<file path="config.mk">
export PLATFORM = sky130hd
export DESIGN_NAME = pipe_hazard_ctrl
export DESIGN_NICKNAME = d
export VERILOG_FILES = /design/src/rtl/pipe_hazard_ctrl.sv
export SDC_FILE = /design/constraint.sdc
export NUM_CORES = 1
export LEC_CHECK = 0
export ABC_AREA = 1
export CAP_MARGIN = 20
export CORE_MARGIN = 2
export CORE_UTILIZATION = 52
export CTS_CLUSTER_SIZE = 20
export DETAILED_ROUTE_END_ITERATION = 10
export PLACE_DENSITY = 0.92
export SLEW_MARGIN = 10
export SYNTH_ARGS = -nofsm -noshare
export SYNTH_HDL_FRONTEND = slang
export SYNTH_SLANG_ARGS = --single-unit
</file>
<file path="constraint.sdc">
create_clock -name CLK -period 1.9 [get_ports CLK]
set_input_delay 0.38 -clock CLK [delete_from_list [all_inputs] [get_ports CLK]]
set_output_delay 0.38 -clock CLK [all_outputs]
set_load 0.02 [all_outputs]
</file>
<file path="src/rtl/pipe_hazard_ctrl.sv">
`default_nettype none
// +--------------------------------------------------------------------------+
// | Module   : pipe_hazard_ctrl                                              |
// | Brief    : Pipeline stall/bubble/squash control with halt and counters.  |
// | Revision : 1.0                                                           |
// +--------------------------------------------------------------------------+
module pipe_hazard_ctrl #(
    parameter int CNT_W = 32
) (
    input  logic             CLK,
    input  logic             nRST,
    input  logic             ihit,
    input  logic             dhit,
    input  logic [4:0]       ifid_rs,
    input  logic [4:0]       ifid_rt,
    input  logic             idex_dREN,
    input  logic [4:0]       idex_wsel,
    input  logic             ex_redirect,
    input  logic             exmem_dREN,
    input  logic             exmem_dWEN,
    input  logic             memwb_halt,
    output logic             pc_EN,
    output logic             ifid_EN,
    output logic             ifid_flush,
    output logic             idex_EN,
    output logic             idex_flush,
    output logic             exmem_EN,
    output logic             exmem_flush,
    output logic             memwb_EN,
    output logic             memwb_flush,
    output logic             halt,
    output logic [CNT_W-1:0] stall_cnt,
    output logic [CNT_W-1:0] flush_cnt
);

    localparam logic [1:0]       c_ST_RUN    = 2'd0;
    localparam logic [1:0]       c_ST_DWAIT  = 2'd1;
    localparam logic [1:0]       c_ST_HALTED = 2'd2;
    localparam logic [CNT_W-1:0] c_CNT_ONE   = {{(CNT_W-1){1'b0}}, 1'b1};
    localparam logic [CNT_W-1:0] c_CNT_MAX   = {CNT_W{1'b1}};

    logic [1:0]       r_state;
    logic [1:0]       w_nextState;
    logic             r_halt;
    logic [CNT_W-1:0] r_stallCnt;
    logic [CNT_W-1:0] r_flushCnt;

    logic w_memop;
    logic w_loadUse;
    logic w_redirectActed;

    assign w_memop   = exmem_dREN | exmem_dWEN;
    // $zero is never a real producer, so it cannot create a dependency
    assign w_loadUse = idex_dREN && (idex_wsel != 5'd0) &&
                       ((idex_wsel == ifid_rs) || (idex_wsel == ifid_rt));

    always_comb begin
        w_nextState     = c_ST_RUN;
        w_redirectActed = 1'b0;
        pc_EN           = 1'b1;
        ifid_EN         = 1'b1;
        ifid_flush      = 1'b0;
        idex_EN         = 1'b1;
        idex_flush      = 1'b0;
        exmem_EN        = 1'b1;
        exmem_flush     = 1'b0;
        memwb_EN        = 1'b1;
        memwb_flush     = 1'b0;

        if ((r_state == c_ST_HALTED) || memwb_halt) begin
            w_nextState = c_ST_HALTED;
            pc_EN       = 1'b0;
            ifid_EN     = 1'b0;
            idex_EN     = 1'b0;
            exmem_EN    = 1'b0;
            memwb_EN    = 1'b0;
        end else if (!dhit && (w_memop || (r_state == c_ST_DWAIT))) begin
            // Upstream frozen; WB receives a bubble while memory is busy
            w_nextState = c_ST_DWAIT;
            pc_EN       = 1'b0;
            ifid_EN     = 1'b0;
            idex_EN     = 1'b0;
            exmem_EN    = 1'b0;
            memwb_flush = 1'b1;
        end else if (ex_redirect) begin
            w_redirectActed = 1'b1;
            ifid_flush      = 1'b1;
            idex_flush      = 1'b1;
        end else if (w_loadUse) begin
            pc_EN      = 1'b0;
            ifid_EN    = 1'b0;
            idex_flush = 1'b1;
        end else if (!ihit) begin
            pc_EN      = 1'b0;
            ifid_flush = 1'b1;
        end
    end

    always_ff @(posedge CLK) begin
        if (!nRST) begin
            r_state    <= c_ST_RUN;
            r_halt     <= 1'b0;
            r_stallCnt <= '0;
            r_flushCnt <= '0;
        end else begin
            r_state <= w_nextState;
            if (w_nextState == c_ST_HALTED) begin
                r_halt <= 1'b1;
            end
            if (!pc_EN && (r_state != c_ST_HALTED) && (r_stallCnt != c_CNT_MAX)) begin
                r_stallCnt <= r_stallCnt + c_CNT_ONE;
            end
            if (w_redirectActed && (r_flushCnt != c_CNT_MAX)) begin
                r_flushCnt <= r_flushCnt + c_CNT_ONE;
            end
        end
    end

    assign halt      = r_halt;
    assign stall_cnt = r_stallCnt;
    assign flush_cnt = r_flushCnt;

endmodule
`default_nettype wire

</file>
# After elaboration in Yosys (flattened, before gate mapping)
# Cells that the tools add are included.
[word_totals] regBits=67 in_bits=24 word_cells=55
[op_classes] n_addsub=2 eq_ne=8 muxes=28 n_bitwise=1 n_reduce_logical=12
[op_table] operator="32-bit by 1-bit adder with 32-bit output (second input constant)" n=2
[op_table] operator="32-bit inequality test (second input constant)" n=2
[op_table] operator="1-bit 2-to-1 mux" n=27
[op_table] operator="5-bit == test" n=2
[op_table] operator="1-bit logical AND" n=6
[op_table] operator="5-bit nonzero test" n=1
[op_table] operator="2-bit == test (second input constant)" n=2
[op_table] operator="1-bit logical OR" n=3
[op_table] operator="2-bit by 1-bit == test with 1-bit output (second input constant)" n=1
[op_table] operator="1-bit logical NOT" n=2
[op_table] operator="2-bit 2-to-1 mux" n=1
[op_table] operator="2-bit inequality test (second input constant)" n=1
[op_table] operator="1-bit OR" n=1

# Longest topological paths before layout
[depth] word_depth=10 ltp_mapped=13 ltp_nobuf=13

# Worst setup path before layout
# No wires, ideal clock.
[synth_timing] path_type="input -> output" start="input memwb_halt" end="output pc_EN" arrival_time_ns=1.672 required_ns=1.520 slack_ns=-0.152 cell_stages=6 path_cell_list="a21oi_2 > inv_2 > nor2_2 > nand3_2 > buf_2 > inv_1"
[synth_between] elab_chain_cells=2
[synth_lines] element="from (decl)" line_no="21" source="input logic memwb_halt,"
[synth_lines] element="1-bit logical OR" line_no="70" source="if ((r_state == c_ST_HALTED) || memwb_halt) begin"
[synth_lines] element="1-bit 2-to-1 mux" line_no="70"
[synth_lines] element="to (decl)" line_no="22" source="output logic pc_EN,"
# Every way passes these cells.

# Final worst setup path
[layout_timing] start="register r_state[0]" end="output ifid_flush"
[layout_between] elab_chain_cells=5
[layout_lines] element="from (decl)" line_no="42" source="logic [1:0] r_state;"
[layout_lines] element="from (signal assigned)" line_no="101" source="r_state <= c_ST_RUN;"
[layout_lines] element="from (signal assigned)" line_no="106" source="r_state <= w_nextState;"
[layout_lines] element="2-bit by 1-bit == test with 1-bit output" line_no="77" source="end else if (!dhit && (w_memop || (r_state == c_ST_DWAIT))) begin"
[layout_lines] element="1-bit logical OR" line_no="77"
[layout_lines] element="1-bit logical AND" line_no="77"
[layout_lines] element="1-bit 2-to-1 mux" line_no="77"
[layout_lines] element="1-bit 2-to-1 mux (*)" line_no="70"
[layout_lines] element="to (decl)" line_no="24" source="output logic ifid_flush,"
# Every way passes the cells marked *; elsewhere a longest branch is shown, timed or not.

==> results.yml <==
run_status:
  status: "finished with violations"
  violations: "setup timing"
clock_tree:
  clock-root-buffer: "clkbuf_8"
  clk_pin_slew_ps: 80
  cts_hold_buf: 0
  clock_sinks: 67
  numCtsBuffers: 9
  clockBufferDepth: 2
  cts_tree: "done"
  worstSkewPairLatency_ps: 350
  htree_levels: 3
logic_synthesis:
  synth_seq_cells: 67
  synth_nets: 748
  synth_cell_type_count: 36
  synth_edf_count: 0
  synth-warning-count: 0
  syn_avg_cell_area_um2: 6.485
  async_reset_ff_frac: 0
  syn_area_um2: 4682
  synth_cells: 722
  ys.flop_type: "dfxtp_1"
  synth_seq_area_share: 0.2865
global_routing:
  grt_pass1_vias: 5070
  grt_pass1_wl_mm: 23.45
  grt_max_degree: 34
  grtUsageTotal: 0.2888
  grt-ovfl-total: 0
  antenna_found_initial: 0
finish:
  final_common_cell: "nand2_1"
  seq_area_um2: 1358
  final_core_util: 0.7410
  final_cell_mix: "nand2_1 (206), clkdlybuf4s50_1 (64), inv_1 (63), nor2_1 (61), dfxtp_1 (56)"
  area_growth_pct: 38.03
  multi_input_area_um2: 3014
  diodes: 0
  final_area_um2: 6462
  layout.cells.non_filler: 967
  num-fill-cells: 630
  final_nets: 881
  drive_above_1_share: 0.2363
route:
  drt_iter0_drc: 489
  drc: 0
  finalWirelength_mm: 15.47
  vias: 5518
  first_pass_iters: 7
  ant_nets: 0
  routedWlPerCell_um: 16.00
  via_per_inst: 5.706
flow_run:
  drv_cap: 0
pwr:
  internal-power_mw: 2.075
  sw_frac_of_total: 0.2877
  vdd_ir_drop_max_mv: 0.4060
  powerDensity_nw_per_um2: 450.7
  p_switching_mw: 0.8378
  p_comb_frac: 0.157
  p_clk_frac: 0.354
  p_total_mw: 2.912
  p_seq_frac: 0.489
  p_leak_nw: 2.646
floorplanning:
  start_util: 0.5369
  rows: 34
  ios: 98
  core-area_um2: 8721
  dieArea_um2: 9779
  die_height_um: 98.89
  die_w_um: 98.89
timing:
  finalCritPeriodShare: 1.067
  finalHoldViolCount: 0
  skew_ps: 16.15
  timing.final.ws_setup_ps: -127.3
  period_minus_slack_ps: 2027
  slew_violations: 0
  finalSetupViolCount: 7
  grt_setup_unrepaired: "yes"
  fmax_mhz: 493.3
  hold_slack_ps: 503.0
hold_path:
  worstHoldStart: "flush_cnt[10]$_SDFFE_PN0P_"
  min_to: "flush_cnt[10]$_SDFFE_PN0P_"
  hp-class: "flop to flop"
  hold_depth: 2
place:
  port_buffers: 96
  gp_congestion: 0.9515
  placed_cells: 946
  postPlaceCellArea_um2: 6016
  hpwlAfterDp_mm: 10.78
setup_path:
  rr_startpoint: "flush_cnt[0]$_SDFFE_PN0P_"
  rr_endpoint: "flush_cnt[8]$_SDFFE_PN0P_"
  cp_cell_sequence: "inv_2 > or2_4 > a31oi_4 > buf_6 > nor2_4 > nand2_1 > inv_2 > o21a_1 > buf_6"
  cp_data_required_time_ps: 1520
  end_kind: "primary output"
  worstPathArrival_ps: 1650
  critPathMaxFanout: 3
  cp-start-kind: "flop"
  r2r.worst_path.cells: 11
  r2r_setup_slack_ps: 10
  cpPeakStageDelay_ps: 320
  cp_slowest_cell: "dfxtp_2"
  critPathKind: "flop to primary output"
  crit_path_start: "r_state[0]$_SDFF_PN0_"
sequential cells by signal, summed over array words and instances, names as in the netlist:
name       count
flush_cnt     32
halt           1
r_state        2
stall_cnt     32
through the flow:
step                      setup TNS (ps)  setup slack (ps)
after CTS                         -355.2            -141.4
after floorplan                        0             8.604
after global routing               -1293            -204.4
final                             -349.4            -127.3
after detailed placement          -26110            -688.4
after global placement            -21640            -644.4
critical path: cells and delay by family (launching register included):
| family | cells | cell delay (ps) |
|---|---|---|
| compound gates | 2 | 290 |
| buf+inv | 4 | 350 |
| flops | 1 | 320 |
| simple gates | 3 | 360 |
cell usage after synthesis, types with 2 or more instances:
cell type | count | area, um2
nor4_1 | 2 | 12.51
nand3_1 | 23 | 115.1
nand4_1 | 49 | 306.5
a21oi_2 | 26 | 227.7
buf_4 | 2 | 15.01
dfxtp_1 | 67 | 1341
o21ai_0 | 6 | 30.03
nor2_1 | 69 | 259.0
nor3b_1 | 2 | 15.01
nand3_2 | 4 | 40.04
nand2_2 | 22 | 137.6
buf_6 | 3 | 33.78
ha_1 | 2 | 25.02
a21oi_1 | 34 | 170.2
nor3_2 | 6 | 60.06
nand2_1 | 211 | 792.0
clkbuf_1 | 13 | 48.80
nand3b_1 | 4 | 30.03
xor2_1 | 28 | 245.2
buf_2 | 6 | 30.03
nor2_2 | 8 | 50.05
inv_1 | 67 | 251.5
inv_2 | 17 | 63.81
xnor2_1 | 13 | 113.9
nor3_1 | 26 | 130.1
buf_8 | 2 | 30.03
how the worst max path moves through the flow:
stage                                       endpoint  slack (ps)
final                                     ifid_flush        -130
after global routing                      ifid_flush        -200
after CTS                                 ifid_flush        -140
after detailed placement                  ifid_flush        -690
after global placement                    ifid_flush        -640
after floorplan           stall_cnt[14]$_SDFFE_PN0P_           9
repair_timing:
action | CTS | global route
cloned | 0 | 2
setup buffers | 0 | 4
endpoints found under the setup margin | 41 | 64
pin swaps | 6 | 11
hold endpoints to repair | 0 | 0
gates resized for setup | 68 | 68
cells by family (layout without fill, tap and decap cells):
kind of cell | after synthesis | count (layout) | synth area share
AOI/OAI and AO/OA | 69 | 69 | 0.09754
xor gates and xnor gates | 41 | 41 | 0.07670
adders and majority gates | 2 | 2 | 0.005344
buffers and inverters | 110 | 247 | 0.1010
DFF | 67 | 67 | 0.2865
other | 1 | 1 | 0.0008009
and+or+nand+nor | 432 | 432 | 0.4321
power by group through the flow:
stage / Clock (mW) / Sequential (mW) / Combinational [mW]
CTS: 1.04 / 1.42 / 0.408
finish: 1.03 / 1.42 / 0.457
detailed placement: 0 / 1.45 / 0.404
floorplan: 0 / 1.47 / 0.211
global placement: 0 / 1.45 / 0.395
global route: 1.10 / 1.42 / 0.485
area by class of cell:
type	instances	area share
clock buffer	10	0.01975
clock inverter	5	0.004840
inverter	84	0.05111
multi-input combinational	545	0.4664
sequential	67	0.2101
tap	108	0.02091
timing repair buffer	147	0.2256
timing repair inverter	1	0.001355
per-layer routing:
| layer | track usage | vias to the layer above | wire length [um] |
|---|---|---|---|
| met2 | 0.5213 | 336 | 7856 |
| met4 | 0.1106 | 0 | 672 |
| li1 | - | 2596 | - |
| met1 | 0.3327 | 2510 | 5603 |
| met5 | 0 | - | 0 |
| met3 | 0.06028 | 76 | 1340 |
Note: power is estimated with default switching activity, not from simulation.
